==> config.mk <==
export PLATFORM = sky130hd
export DESIGN_NAME = irq_sequencer
export DESIGN_NICKNAME = d
export VERILOG_FILES = /design/src/rtl/mips_ctrl_pkg.sv /design/src/rtl/irq_prio_enc.sv /design/src/rtl/irq_sequencer.sv
export SDC_FILE = /design/constraint.sdc
export NUM_CORES = 1
export LEC_CHECK = 0
export ABC_AREA = 1
export ABC_CLOCK_PERIOD_IN_PS = 1300
export BUFFER_PORTS_ARGS = -buffer_cell sky130_fd_sc_hd__buf_2
export CAP_MARGIN = 20
export CORE_ASPECT_RATIO = 1.75
export CORE_UTILIZATION = 42
export CTS_CLUSTER_SIZE = 28
export DETAILED_ROUTE_END_ITERATION = 16
export PLACE_DENSITY = 0.8
export SLEW_MARGIN = 10
export SYNTH_ARGS = -nofsm -noshare
export SYNTH_HDL_FRONTEND = slang
export SYNTH_SLANG_ARGS = --single-unit
==> constraint.sdc <==
create_clock -name clk -period 1.3 [get_ports clk]
set_clock_uncertainty 0.1 [all_clocks]
set_input_delay 0.065 -clock clk [delete_from_list [all_inputs] [get_ports clk]]
set_output_delay 0.065 -clock clk [all_outputs]
set_load 0.03 [all_outputs]
==> src/rtl/mips_ctrl_pkg.sv <==
// Shared control-path definitions for the MIPS pipeline: interrupt FSM
// encodings, PC-source codes and the kernel-mode PC bit.
package mips_ctrl_pkg;

    typedef enum logic [1:0] {
        ST_IDLE    = 2'd0,
        ST_WAIT    = 2'd1,
        ST_TAKE    = 2'd2,
        ST_HANDLER = 2'd3
    } irq_state_t;

    localparam logic [2:0] PCSRC_BRANCH = 3'b001;
    localparam logic [2:0] PCSRC_JR     = 3'b011;
    localparam int         KERNEL_BIT   = 31;

endpackage

==> src/rtl/irq_prio_enc.sv <==
// Fixed-priority encoder: the lowest set request bit wins.
module irq_prio_enc #(
    parameter int N_SRC   = 4,
    parameter int CAUSE_W = 3
) (
    input  logic [N_SRC-1:0]   req,
    output logic               valid,
    output logic [CAUSE_W-1:0] index,
    output logic [N_SRC-1:0]   onehot
);

    // Scan from the top down so the lowest index overwrites any higher one.
    always_comb begin
        valid  = 1'b0;
        index  = '0;
        onehot = '0;
        for (int i = N_SRC - 1; i >= 0; i--) begin
            if (req[i]) begin
                valid     = 1'b1;
                index     = CAUSE_W'(i);
                onehot    = '0;
                onehot[i] = 1'b1;
            end
        end
    end

endmodule

==> src/rtl/irq_sequencer.sv <==
// Interrupt sequencer: captures source edges, waits for a safe pipeline point,
// issues a one-cycle take with EPC/cause, and masks until eret.
module irq_sequencer
    import mips_ctrl_pkg::*;
#(
    parameter int N_SRC   = 4,
    parameter int CAUSE_W = 3
) (
    input  logic               clk,
    input  logic               reset,
    input  logic [N_SRC-1:0]   src_irq,
    input  logic               ie,
    input  logic [31:0]        ifid_pc,
    input  logic [2:0]         ifid_pcsrc,
    input  logic               idex_jump,
    input  logic               stall,
    input  logic               ifid_eret,
    output logic               irq,
    output logic               epc_wr,
    output logic [31:0]        epc,
    output logic [CAUSE_W-1:0] cause,
    output logic [N_SRC-1:0]   irq_ack,
    output logic               in_handler
);

    irq_state_t         state;
    irq_state_t         state_nxt;
    logic [N_SRC-1:0]   src_q;
    logic               src_armed;
    logic [N_SRC-1:0]   pend;
    logic [N_SRC-1:0]   edges;
    logic [31:0]        epc_q;
    logic [CAUSE_W-1:0] cause_q;
    logic [N_SRC-1:0]   ack_q;
    logic               win_valid;
    logic [CAUSE_W-1:0] win_idx;
    logic [N_SRC-1:0]   win_onehot;
    logic               safe;

    irq_prio_enc #(
        .N_SRC  (N_SRC),
        .CAUSE_W(CAUSE_W)
    ) u_prio (
        .req   (pend),
        .valid (win_valid),
        .index (win_idx),
        .onehot(win_onehot)
    );

    // src_armed stays low for the first cycle after reset so a level that is
    // already high at release is absorbed into src_q instead of seen as an edge.
    assign edges = src_irq & ~src_q & {N_SRC{src_armed}};

    assign safe = !stall && !idex_jump &&
                  (ifid_pcsrc != PCSRC_BRANCH) && (ifid_pcsrc != PCSRC_JR) &&
                  !ifid_pc[KERNEL_BIT];

    always_comb begin
        state_nxt = state;
        case (state)
            ST_IDLE: begin
                if (ie && win_valid) state_nxt = ST_WAIT;
            end
            ST_WAIT: begin
                if (!ie || !win_valid) state_nxt = ST_IDLE;
                else if (safe)         state_nxt = ST_TAKE;
            end
            ST_TAKE: begin
                state_nxt = ST_HANDLER;
            end
            ST_HANDLER: begin
                if (ifid_eret) state_nxt = ST_IDLE;
            end
            default: state_nxt = ST_IDLE;
        endcase
    end

    always_ff @(posedge clk) begin
        if (!reset) begin
            state     <= ST_IDLE;
            src_q     <= '0;
            src_armed <= 1'b0;
            pend      <= '0;
            epc_q     <= '0;
            cause_q   <= '0;
            ack_q     <= '0;
        end else begin
            state     <= state_nxt;
            src_q     <= src_irq;
            src_armed <= 1'b1;
            // OR-ing edges after the clear lets a fresh edge survive its own ack.
            pend      <= (pend & ~ack_q) | edges;
            if (state == ST_WAIT && state_nxt == ST_TAKE) begin
                epc_q   <= ifid_pc;
                cause_q <= win_idx;
                ack_q   <= win_onehot;
            end else begin
                ack_q   <= '0;
            end
        end
    end

    assign irq        = (state == ST_TAKE);
    assign epc_wr     = (state == ST_TAKE);
    assign irq_ack    = ack_q;
    assign in_handler = (state == ST_HANDLER);
    assign epc        = epc_q;
    assign cause      = cause_q;

endmodule

# Word level (Yosys, flattened, before mapping)
# Index checks and enable logic that the tools add are counted.
# word_totals
output_inout_bits	42
elab_cells	59
regBits	50
inputBits	45
# classes
n_mux	18
reduce_logical	17
n_bitwise	8
eq_ne	6
# ops
cell	n
2-bit 2-to-1 mux	9
4-bit AND	3
4-bit inverter	2
2-bit case mux with 4 select lines	1
2-bit equality test, second input constant	3
1-bit logical AND	6
1-bit 2-to-1 mux	6
1-bit zero test	5
5-bit OR reduction	1
4-bit 2-to-1 mux	1
4-bit bitwise OR	1
4-bit OR reduction	1
3-bit 2-to-1 mux	1
3-bit by 1-bit inequality test with 1-bit output, second input constant	1
3-bit by 2-bit inequality test with 1-bit output, second input constant	1
3-bit OR reduction	1
2-bit by 1-bit equality test with 1-bit output, second input constant	1
2-bit zero test	1
1-bit inverter	2
2-bit AND reduction	1
1-bit logical OR	1

# Longest topological paths before layout
# Gate-level depths: netlist of run 1.
# depth
depth_word	12
depth_mapped	10
depth_no_buf	8

# Cells and area by module
# Synthesis of run 1 repeated with hierarchy kept, for this count alone.
# hier_totals
cells_unflattened	310
area_unflattened_um2	2139.6
# by_module_without_submodules
mod	area_per_inst_um2	instances	cells_each	seq_area_each_um2
irq_sequencer	2063.2	1	293	1001.0
irq_prio_enc	76.3	1	17	0.0

# Least setup slack after synthesis of run 1
# No wires, ideal clock.
# synth_path
kind	reg-to-reg
from	reg state[0]
to	reg epc_q[22] (netlist: epc[22])
n_path_buf	2
setup_time_ps	113
synth_period_minus_slack_ps	1316
setup_slack_ps	-16
stages_incl_launch_ff	10
arrival_ps	1103
required_time_ps	1087
path_cell_list	dfxtp_1 inv_2 nor2_2 nand2_1 nor2_1 nand2_1 buf_6 buf_2 nor2_1 nor2_1
# synth_between
elab_chain_cells	5
word_cells_on_any_way	11
classes_between	eq/ne: 4; mux: 5; reduce/logical: 2
# synth_rtl
element	line_no	text
start: declaration	irq_sequencer.sv:26	irq_state_t state;
start signal: assignment	irq_sequencer.sv:88	state <= state_nxt;
2-bit 2-to-1 mux	irq_sequencer.sv:66	else if (safe) state_nxt = ST_TAKE;
2-bit 2-to-1 mux	irq_sequencer.sv:65	if (!ie || !win_valid) state_nxt = ST_IDLE;
2-bit case mux with 4 select lines	irq_sequencer.sv:60	case (state)
2-bit equality test	irq_sequencer.sv:93	if (state == ST_WAIT && state_nxt == ST_TAKE) begin
1-bit logical AND *	irq_sequencer.sv:93	
end signal: assignment	irq_sequencer.sv:94	epc_q <= ifid_pc;
end: declaration	irq_sequencer.sv:32	logic [31:0] epc_q;
# Mark *: on every way between the ends. The rest lies on a longest branch, timed or not.
# A chain may end at the register's enable or synchronous reset.

# Final worst setup path of run 1
# layout_path
from	reg state[0]
to	reg epc_q[11] (netlist: epc[11])
# Same word-level chain as after synthesis.

==> out/qor.csv, run 1 <==
stage,metric,value,unit
synthesis,syn_nets,334,
worst_setup_path,regToRegStartpoint,state[0],
synthesis,synth_top_area_share,0.4975,
layout,syn_to_final_growth,58.44,%
floorplan,dieWidth,53.80,microns
worst_setup_path,crit_type,reg2reg,
drt,vias,2078,
drt,route.detailed.drc,0,
synthesis,synth-seq-cells,49,
global_route,grt_pass1_wl,7893,microns
layout,nNetsFinal,464,
worst_setup_path,rr_worst_depth,9,
floorplan,ios,87,
floorplan,coreArea,4444,sq um
placed_design,routabilityCongestion,0.7217,
worst_setup_path,cp.arrival,1.56,ns
layout,seq_area,983.4,sq um
floorplan,die_area,4984,sq um
worst_hold_path,hp-class,in2reg,
drt,drt-initial-drc-count,26,
layout,n_antenna_cell,0,
power_and_ir_drop,p_per_area,953.6,nW/um^2
floorplan,die_h,92.65,microns
layout,final.fill_count,368,
run_status,violations,"negative hold slack, negative setup slack",
worst_hold_path,worstHoldPathCells,3,
sta,setup_viol,34,
floorplan,num_rows,32,
synthesis,synth_cells,289,
clock_tree,cts_root_buf,clkbuf_8,
clock_tree,cts.clk_slew.worst_paths,0.09,ns
synthesis,synth_edf_count,0,
global_route,grt_use_total,0.2154,
worst_setup_path,r2r_slack,-0.12,ns
synthesis,synthMuxAreaShare,0,
sta,min_period,1.424,ns
clock_tree,htree_levels,2,
synthesis,ys_top_cells_by_count,"nand2_1 (81), nor2_1 (74), dfxtp_1 (49)",
sta,finalHoldViolations,1,
floorplan,start_util,0.4437,
synthesis,synth.cell_area,1972,sq um
worst_setup_path,startpoint_type,flop,
sta,rsz0062_at_grt,yes,
worst_hold_path,hold_start,reset,
clock_tree,cts_tree,built,
synthesis,ys_seq_area_frac,0.4975,
worst_setup_path,critPathTopFamily,simple AND/OR/NAND/NOR gates,
worst_setup_path,crit_slowest_cell,dfxtp_2,
sta,hold_ws,-0.003088,ns
synthesis,synth_compound_area_frac,0.02030,
clock_tree,cts_buffers,5,
synthesis,yosysMostFrequentCell,nand2_1,
worst_setup_path,path_cells,"inv_2, nor2_2, nand2_1, nor2_2, nand2_4, clkbuf_16, nand2_1, nand2_1, nor2_1",
run_status,outcome,"complete, but fails checks",
global_route,gr-total-overflow,0,
worst_setup_path,r2r_end,epc[11],
sta,clock.fmax,702.2,MHz
clock_tree,clk_latency,0.30,ns
synthesis,synth_top_family_by_area,simple AND/OR/NAND/NOR gates,
power_and_ir_drop,worst_ir_drop_vdd,0.7983,mV
synthesis,synth.area.top_cells,"dfxtp_1 (50%), nand2_1 (15%), nor2_1 (14%)",
layout,multiInputGateArea,805.8,sq um
synthesis,synth_cell_types,19,
synthesis,yosysTopAreaCell,dfxtp_1,
synthesis,syn_area_per_cell,6.823,sq um
synthesis,synthSimpleGateAreaFrac,0.3503,
sta,finalCritPeriodShare,1.095,
worst_setup_path,cp_common_cell,nand2_1,
drt,postRouteAntennaNets,0,
worst_setup_path,max_stage_delay,0.34,ns
drt,wirelength,5326,microns
clock_tree,cts.sink_count,49,
layout,final_core_utilization,0.7030,
layout,drive_above_1_share,0.3071,
power_and_ir_drop,p_total,0.002979,W
drt,via_per_inst,4.412,
sta,drv_slew,0,
synthesis,synthAdderAreaFrac,0,
drt,wl_per_cell,11.31,microns
synthesis,async_flop_share,0,
placed_design,pre_cts_ws,-0.02227,ns
worst_setup_path,cp_max_fo,16,
placed_design,portBuffers,84,
synthesis,synth_xor_area_frac,0,
synthesis,synth-main-ff-cell,dfxtp_1,
global_route,grt_max_degree,33,
sta,setup_ws,-0.1240,ns
synthesis,ys_warn_count,0,
placed_design,hpwlAfterDp,2936,microns
drt,first_pass_iters,4,
global_route,antenna_found_initial,0,
worst_setup_path,crit_path_end_kind,flop,
worst_hold_path,whs_endpoint,src_q[2],
clock_tree,cts_buffer_depth,2,
power_and_ir_drop,leakagePower,1.768,nW
run,cap_violations,0,
global_route,grt_pass1_vias,1925,
worst_setup_path,critPathRequiredTime,1.44,ns
worst_setup_path,cp.buffers_inverters,2,
[cell usage in the layout, fill, tap and decap left out, drive strengths merged, types with 2 or more instances in the layout]
| cell | n |
|---|---|
| dfxtp | 49 |
| a21oi | 5 |
| buf | 97 |
| nand3b | 5 |
| nand2 | 81 |
| nor2 | 75 |
| inv | 45 |
| or2 | 2 |
| clkbuf | 9 |
| dlygate4sd3 | 38 |
| nand3 | 8 |
[power breakdown]
| group | internal (W) | switching, W |
|---|---|---|
| registers | 0.00152 | 0.0000148 |
| clock network | 0.000627 | 0.000489 |
| logic | 0.000183 | 0.000141 |
| total | 0.00233 | 0.000645 |
[cell families after synthesis]
group	count (synthesis)
buf+inv	59
compound gates	7
flops	49
other cells	1
simple gates	173
[flip-flops by register name (all words and copies together), names as in the netlist]
name,cells
src_armed,1
cause,2
epc,32
pend,4
state,2
src_q,4
irq_ack,4
[layer usage]
| layer | GRT usage | share of wire |
|---|---|---|
| met1 | 0.2027 | 0.38 |
| met2 | 0.4053 | 0.56 |
| met3 | 0.04762 | 0.041 |
| met4 | 0.09868 | 0.020 |
| met5 | 0 | 0 |
[metrics by stage]
step	hold WS (ns)	instance area, sq um	instances	TNS, ns
final	-0.003088	3124	471	-1.602
after global routing	0.02792	3124	471	-4.339
after CTS	0.008311	3000	469	-0.03752
after detailed placement	0.1623	2487	422	-0.2109
after global placement	0.1607	2487	422	0
after floorplan	-0.007283	1973	289	0
[worst max path at each step]
stage / startpoint / endpoint / slack [ns] / depth (start not counted)
after floorplan: state[1] / epc[22] / 0.009 / 8
after global placement: pend[2] / epc[8] / 0.02 / 7
after detailed placement: pend[2] / epc[12] / -0.02 / 7
after CTS: state[1] / irq / -0.02 / 4
after global routing: state[0] / epc[11] / -0.18 / 9
final: state[0] / epc[11] / -0.12 / 9
[worst register-to-register path: cells and delay by family, from the launching register on]
| family | cells | cell delay [ns] |
|---|---|---|
| AND/OR/NAND/NOR | 7 | 0.68 |
| flip-flops | 1 | 0.34 |
| buffers and inverters | 2 | 0.23 |
[final cells by class]
type / count / share of cell area
inverter: 45 / 0.05406
sequential: 49 / 0.3148
multi-input combinational: 181 / 0.2579
timing repair buffer: 137 / 0.3156
clock buffer: 7 / 0.02763
clock inverter: 1 / 0.009612
tap: 51 / 0.02042
[repair_timing]
action                                  4_1_cts  5_1_grt
cloned                                        0        2
hold buffers                                 39        0
buffers inserted                              0        1
pin swaps                                     0        3
endpoints found under the hold margin        40        0
resized for setup                             2       26
endpoints found under the setup margin       32       41
Note: power is estimated with default switching activity, not from simulation.
==> run 2: changes to the inputs <==
Settings changed: RECOVER_POWER set to 25.
==> out/qor.csv, run 2 (synthesis gave the netlist of run 1 again) <==
stage,metric,value,unit,change
drt,drt-initial-drc-count,26,,unchanged
worst_setup_path,max_stage_delay,0.34,ns,about the same
layout,n_antenna_cell,0,,unchanged
worst_setup_path,critPathRequiredTime,1.44,ns,about the same
sta,rsz0062_at_grt,yes,,
clock_tree,cts_root_buf,clkbuf_8,,
layout,final.fill_count,372,,+1.1%
layout,drive_above_1_share,0.2929,,-0.01429
layout,largest_register_ffs,32,,unchanged
clock_tree,cts_buffer_depth,2,,unchanged
layout,syn_to_final_growth,58.06,%,
layout,final_common_cell,buf_2,,
clock_tree,htree_levels,2,,unchanged
drt,via_per_inst,4.403,,-0.19%
worst_setup_path,r2r_end,epc[11],,
global_route,antenna_found_initial,0,,unchanged
floorplan,coreArea,4444,sq um,unchanged
layout,final_cell_count_no_fill,471,,unchanged
power_and_ir_drop,worst_ir_drop_vdd,0.7981,mV,about the same
placed_design,postPlaceCellArea,2487,sq um,unchanged
worst_hold_path,hold_start,reset,,
drt,route.detailed.drc,0,,unchanged
floorplan,die_area,4984,sq um,unchanged
drt,vias,2074,,-0.19%
sta,final.setup.tns,-1.609,ns,-0.007160 ns
power_and_ir_drop,clock_power_share,0.375,,about the same
drt,wirelength,5330,microns,about the same
power_and_ir_drop,p_int,0.002334,W,about the same
floorplan,die_h,92.65,microns,unchanged
power_and_ir_drop,p_seq_frac,0.517,,about the same
clock_tree,cts_tree,built,,
placed_design,hpwlAfterDp,2936,microns,unchanged
power_and_ir_drop,p_per_area,955.7,nW/um^2,+0.22%
sta,clock.fmax,702.1,MHz,about the same
floorplan,start_util,0.4437,,unchanged
sta,min_period,1.424,ns,+0.0001970 ns
sta,hold_ws,-0.003087,ns,+0.0000009500 ns
worst_setup_path,crit_slowest_cell,dfxtp_2,,
power_and_ir_drop,power_switching,0.0006445,W,about the same
clock_tree,cts_buffers,5,,unchanged
power_and_ir_drop,leakagePower,1.741,nW,-1.5%
global_route,grt_pass1_vias,1925,,unchanged
worst_setup_path,path_cells,"inv_2, nor2_2, nand2_1, nor2_2, nand2_4, clkbuf_16, nand2_1, nand2_1, nor2_1",,
sta,finalCritPeriodShare,1.096,,about the same
sta,setup_viol,34,,unchanged
worst_setup_path,r2r_slack,-0.12,ns,about the same
worst_setup_path,rr_worst_depth,9,,unchanged
layout,final_cell_area,3117,sq um,-0.24%
sta,finalHoldViolations,1,,unchanged
clock_tree,clk_latency,0.30,ns,about the same
worst_setup_path,startpoint_type,flop,,
drt,wl_per_cell,11.32,microns,about the same
power_and_ir_drop,switching_share,0.2164,,about the same
global_route,grt_max_degree,33,,unchanged
global_route,grt_use_total,0.2154,,unchanged
worst_setup_path,cp_max_fo,16,,unchanged
placed_design,portBuffers,84,,unchanged
layout,final_cell_mix,"buf_2 (76), nand2_1 (73), nor2_1 (66)",,
clock_tree,cts.sink_count,49,,unchanged
placed_design,pre_cts_ws,-0.02227,ns,unchanged
run,cap_violations,0,,unchanged
global_route,grt_pass1_wl,7893,microns,unchanged
worst_setup_path,cp.arrival,1.56,ns,about the same
drt,first_pass_iters,4,,unchanged
sta,setup_ws,-0.1242,ns,-0.0001970 ns
run_status,outcome,"complete, but fails checks",,
clock_tree,cts.clk_slew.worst_paths,0.09,ns,about the same
worst_hold_path,worstHoldPathCells,3,,unchanged
global_route,gr-total-overflow,0,,unchanged
run_status,violations,"negative hold slack, negative setup slack",,
floorplan,dieWidth,53.80,microns,unchanged
worst_setup_path,cp_common_cell,nand2_1,,
placed_design,place_inst,422,,unchanged
worst_setup_path,crit_path_end_kind,flop,,
worst_hold_path,whs_endpoint,src_q[2],,
layout,nNetsFinal,464,,unchanged
sta,drv_slew,0,,unchanged
worst_setup_path,crit_type,reg2reg,,
drt,postRouteAntennaNets,0,,unchanged
worst_hold_path,hp-class,in2reg,,
worst_setup_path,regToRegStartpoint,state[0],,
floorplan,num_rows,32,,unchanged
power_and_ir_drop,p_comb_frac,0.109,,about the same
placed_design,routabilityCongestion,0.7217,,unchanged
floorplan,ios,87,,unchanged
## run 2: cell count changes in the layout (fill, tap and decap cells not counted)
cell / previous run / this run
buf_2: 82 / 76
buf_4: 11 / 10
clkbuf_1: 1 / 7
clkbuf_4: 0 / 1
## run 2: worst max-delay path by stage
stage | startpoint | to | slack, ns | cells past startpoint
after floorplan | state[1] | epc[22] | 0.009 | 8
after global placement | pend[2] | epc[8] | 0.02 | 7
after detailed placement | pend[2] | epc[12] | -0.02 | 7
after CTS | state[1] | irq | -0.02 | 4
after global routing | state[0] | epc[11] | -0.18 | 9
final | state[0] | epc[11] | -0.12 | 9
## run 2: cell type report
type,instances,area (sq um),share of cell area
Timing Repair Buffer,137,978.4,0.3139
Clock inverter,1,30.03,0.009635
Multi-Input combinational cell,181,805.8,0.2585
Clock buffer,7,86.33,0.02770
Sequential cell,49,983.4,0.3155
Tap cell,51,63.81,0.02047
Inverter,45,168.9,0.05420
## run 2: metrics by stage
step,power (W),util
final,0.002979,0.7013
after global routing,0.003104,0.7013
after CTS,0.002991,0.6751
after detailed placement,0.001781,0.5597
after global placement,0.001776,0.5597
after floorplan,0.001670,-
## run 2: critical path, delay by kind of cell (launching register included)
| family | cells | cell delay [ns] |
|---|---|---|
| flip-flops | 1 | 0.34 |
| buffers and inverters | 2 | 0.23 |
| AND/OR/NAND/NOR | 7 | 0.68 |
## run 2: power groups by stage
stage | combinational, W | clock, W | sequential [W]
final | 0.000323 | 0.00112 | 0.00154
after global routing | 0.000357 | 0.00121 | 0.00154
after CTS | 0.000304 | 0.00115 | 0.00154
after detailed placement | 0.000209 | 0 | 0.00157
after global placement | 0.000206 | 0 | 0.00157
after floorplan | 0.0000885 | 0 | 0.00158
## run 2: repair_timing
action                                 in CTS  in global routing
setup buffers                               0                  1
gates resized for setup                     2                 26
endpoints found under the hold margin      40                  0
pin swaps                                   0                  3
setup endpoints to repair                  32                 41
cloned                                      0                  2
hold buffers                               39                  0
## run 2: routing by layer
layer | up-vias | part of all wire | track usage
met5 | - | 0 | 0
li1 | 1092 | - | -
met1 | 916 | 0.38 | 0.2027
met2 | 56 | 0.56 | 0.4053
met3 | 10 | 0.041 | 0.04762
met4 | 0 | 0.020 | 0.09868
==> run 3: changes to the inputs <==
Settings changed: CORE_UTILIZATION 42 to 40, PLACE_DENSITY 0.8 to 0.77.
==> out/qor.csv, run 3 (synthesis gave the netlist of run 1 again) <==
stage,metric,value,unit,change
worst_setup_path,cp.arrival,1.54,ns,-0.02 ns
power_and_ir_drop,p_seq_frac,0.566,,+0.049
drt,wirelength,4862,microns,-8.8%
worst_setup_path,cp.buffers_inverters,2,,unchanged
layout,nNetsFinal,460,,-0.86%
power_and_ir_drop,worst_ir_drop_vdd,0.9415,mV,+18%
sta,finalHoldViolations,0,,-1
global_route,antenna_found_initial,0,,unchanged
sta,setup_viol,29,,-15%
worst_setup_path,critPathTopFamily,simple AND/OR/NAND/NOR gates,,
sta,drv_slew,0,,unchanged
worst_setup_path,r2r_slack,-0.11,ns,about the same
worst_setup_path,crit_path_end_kind,flop,,
floorplan,die_h,94.88,microns,+2.4%
clock_tree,cts.sink_count,49,,unchanged
placed_design,hpwlAfterDp,3076,microns,+4.8%
floorplan,num_rows,33,,+3.1%
drt,wl_per_cell,10.39,microns,-8.2%
worst_setup_path,regToRegStartpoint,state[0],,
worst_setup_path,startpoint_type,flop,,
sta,clock.fmax,707.8,MHz,+0.81%
sta,finalCritPeriodShare,1.087,,-0.008834
placed_design,postPlaceCellArea,2489,sq um,about the same
clock_tree,cts.clk_slew.worst_paths,0.09,ns,about the same
floorplan,ios,87,,unchanged
clock_tree,cts_buffers,5,,unchanged
worst_setup_path,rr_worst_depth,9,,unchanged
layout,largest_register_ffs,32,,unchanged
clock_tree,cts_tree,built,,
clock_tree,cts_root_buf,clkbuf_8,,
layout,final_cell_mix,"nand2_1 (75), buf_2 (74), nor2_1 (68)",,
worst_setup_path,crit_end,epc[8],,
clock_tree,clk_latency,0.29,ns,about the same
placed_design,portBuffers,84,,unchanged
sta,setup_ws,-0.1127,ns,+0.01148 ns
run,cap_violations,0,,unchanged
floorplan,die_area,5226,sq um,+4.8%
worst_hold_path,hp-class,in2reg,,
worst_setup_path,crit_slowest_cell,dfxtp_2,,
layout,final_cell_area,3014,sq um,-3.3%
floorplan,start_util,0.4189,,-0.02477
placed_design,routabilityCongestion,0.7100,,-1.6%
floorplan,coreArea,4707,sq um,+5.9%
layout,drive_above_1_share,0.2837,,-0.009203
power_and_ir_drop,p_comb_frac,0.115,,+0.006
drt,postRouteAntennaNets,0,,unchanged
worst_setup_path,path_cells,"inv_2, nor2_2, nand2_1, nor2_1, nand2_2, buf_12, nand2_1, nand2_1, nor2_1",,
power_and_ir_drop,leakagePower,1.673,nW,-3.9%
global_route,grt_pass1_wl,7307,microns,-7.4%
worst_setup_path,critPathRequiredTime,1.43,ns,about the same
worst_setup_path,max_stage_delay,0.35,ns,about the same
drt,vias,2044,,-1.4%
run_status,outcome,"complete, but fails checks",,
worst_setup_path,cp_common_cell,nand2_1,,
global_route,grt_pass1_vias,1913,,-0.62%
worst_setup_path,cp.depth,9,,unchanged
layout,n_antenna_cell,0,,unchanged
worst_setup_path,cp-startpoint,state[0],,
global_route,grt_use_total,0.1908,,-0.02455
drt,first_pass_iters,4,,unchanged
clock_tree,htree_levels,2,,unchanged
worst_setup_path,cp_max_fo,35,,+19
power_and_ir_drop,p_per_area,903.5,nW/um^2,-5.5%
power_and_ir_drop,p_int,0.002083,W,-11%
global_route,gr-total-overflow,0,,unchanged
sta,min_period,1.413,ns,-0.01148 ns
worst_setup_path,r2r_end,epc[8],,
drt,drt-initial-drc-count,38,,+46%
layout,final.fill_count,421,,+13%
power_and_ir_drop,switching_share,0.2351,,+0.01876
run_status,violations,negative setup slack,,
floorplan,dieWidth,55.08,microns,+2.4%
drt,via_per_inst,4.368,,-0.81%
layout,syn_to_final_growth,52.86,%,
worst_setup_path,crit_type,reg2reg,,
power_and_ir_drop,power_switching,0.0006403,W,-0.65%
clock_tree,cts_buffer_depth,2,,unchanged
drt,route.detailed.drc,0,,unchanged
sta,rsz0062_at_grt,yes,,
layout,final_common_cell,nand2_1,,
global_route,grt_max_degree,36,,+9.1%
power_and_ir_drop,clock_power_share,0.319,,-0.056
placed_design,pre_cts_ws,-0.01298,ns,+0.009289 ns
[run 3: changes by cell type in the layout (fill, tap and decap cells not counted), moves of 3 or more]
cell	before	now
clkbuf_1	7	10
nand3_2	0	3
nor2_2	7	4
nand3_1	8	5
[run 3: worst reg2reg max path: cells and delay by family, from the launching register on]
| kind | cells | cell delay, ns |
|---|---|---|
| and+or+nand+nor | 7 | 0.68 |
| buffers and inverters | 2 | 0.22 |
| DFF | 1 | 0.35 |
[run 3: layout make-up]
| class | count | area (sq um) | share of cell area |
|---|---|---|---|
| timing repair buffer | 133 | 912.1 | 0.3026 |
| clock inverter | 1 | 7.507 | 0.002491 |
| inverter | 45 | 168.9 | 0.05604 |
| multi-input combinational | 181 | 798.3 | 0.2648 |
| tap | 52 | 65.06 | 0.02159 |
| sequential | 49 | 985.9 | 0.3271 |
| clock buffer | 7 | 76.32 | 0.02532 |
[run 3: worst min-delay path by stage]
stage	from	end	depth (start not counted)
after floorplan	reset	src_armed	0
after detailed placement	src_irq[1]	src_q[1]	3
after CTS	ie	state[0]	5
after global routing	idex_jump	cause[0]	5
after global placement	src_irq[1]	src_q[1]	3
final	ie	irq_ack[1]	5
[run 3: per-layer routing]
| metal | up-vias | wire (microns) | track usage |
|---|---|---|---|
| li1 | 1085 | - | - |
| met1 | 888 | 1886 | 0.1743 |
| met2 | 58 | 2639 | 0.3655 |
| met3 | 13 | 193 | 0.03865 |
| met4 | 0 | 142 | 0.09375 |
| met5 | - | 0 | 0 |
[run 3: what timing repair did]
item / 4_1_cts / 5_1_grt
hold buffers: 37 / 0
resized for setup: 6 / 20
hold endpoints to repair: 42 / 0
setup endpoints to repair: 21 / 38
buffers inserted: 0 / 1
pin swaps: 0 / 4
[run 3: through the flow]
step / total power, W / setup TNS (ns) / hold slack, ns / cells / util
2_1_floorplan: 0.001670 / 0 / -0.007283 / 289 / -
3_3_place_gp: 0.001775 / 0 / 0.1591 / 423 / 0.5287
3_5_place_dp: 0.001780 / -0.08866 / 0.1726 / 423 / 0.5287
4_1_cts: 0.002745 / 0 / 0.04859 / 468 / 0.6287
5_1_grt: 0.002835 / -3.612 / 0.07605 / 468 / 0.6404
6_report: 0.002723 / -0.6703 / 0.05352 / 468 / 0.6404
[run 3: power by group through the flow]
stage                     Clock [W]  Sequential (W)  Combinational (W)
after floorplan                   0         0.00158          0.0000885
after global placement            0         0.00157           0.000205
after detailed placement          0         0.00157           0.000209
after CTS                  0.000909         0.00154           0.000299
after global routing       0.000945         0.00154           0.000347
final                      0.000869         0.00154           0.000314
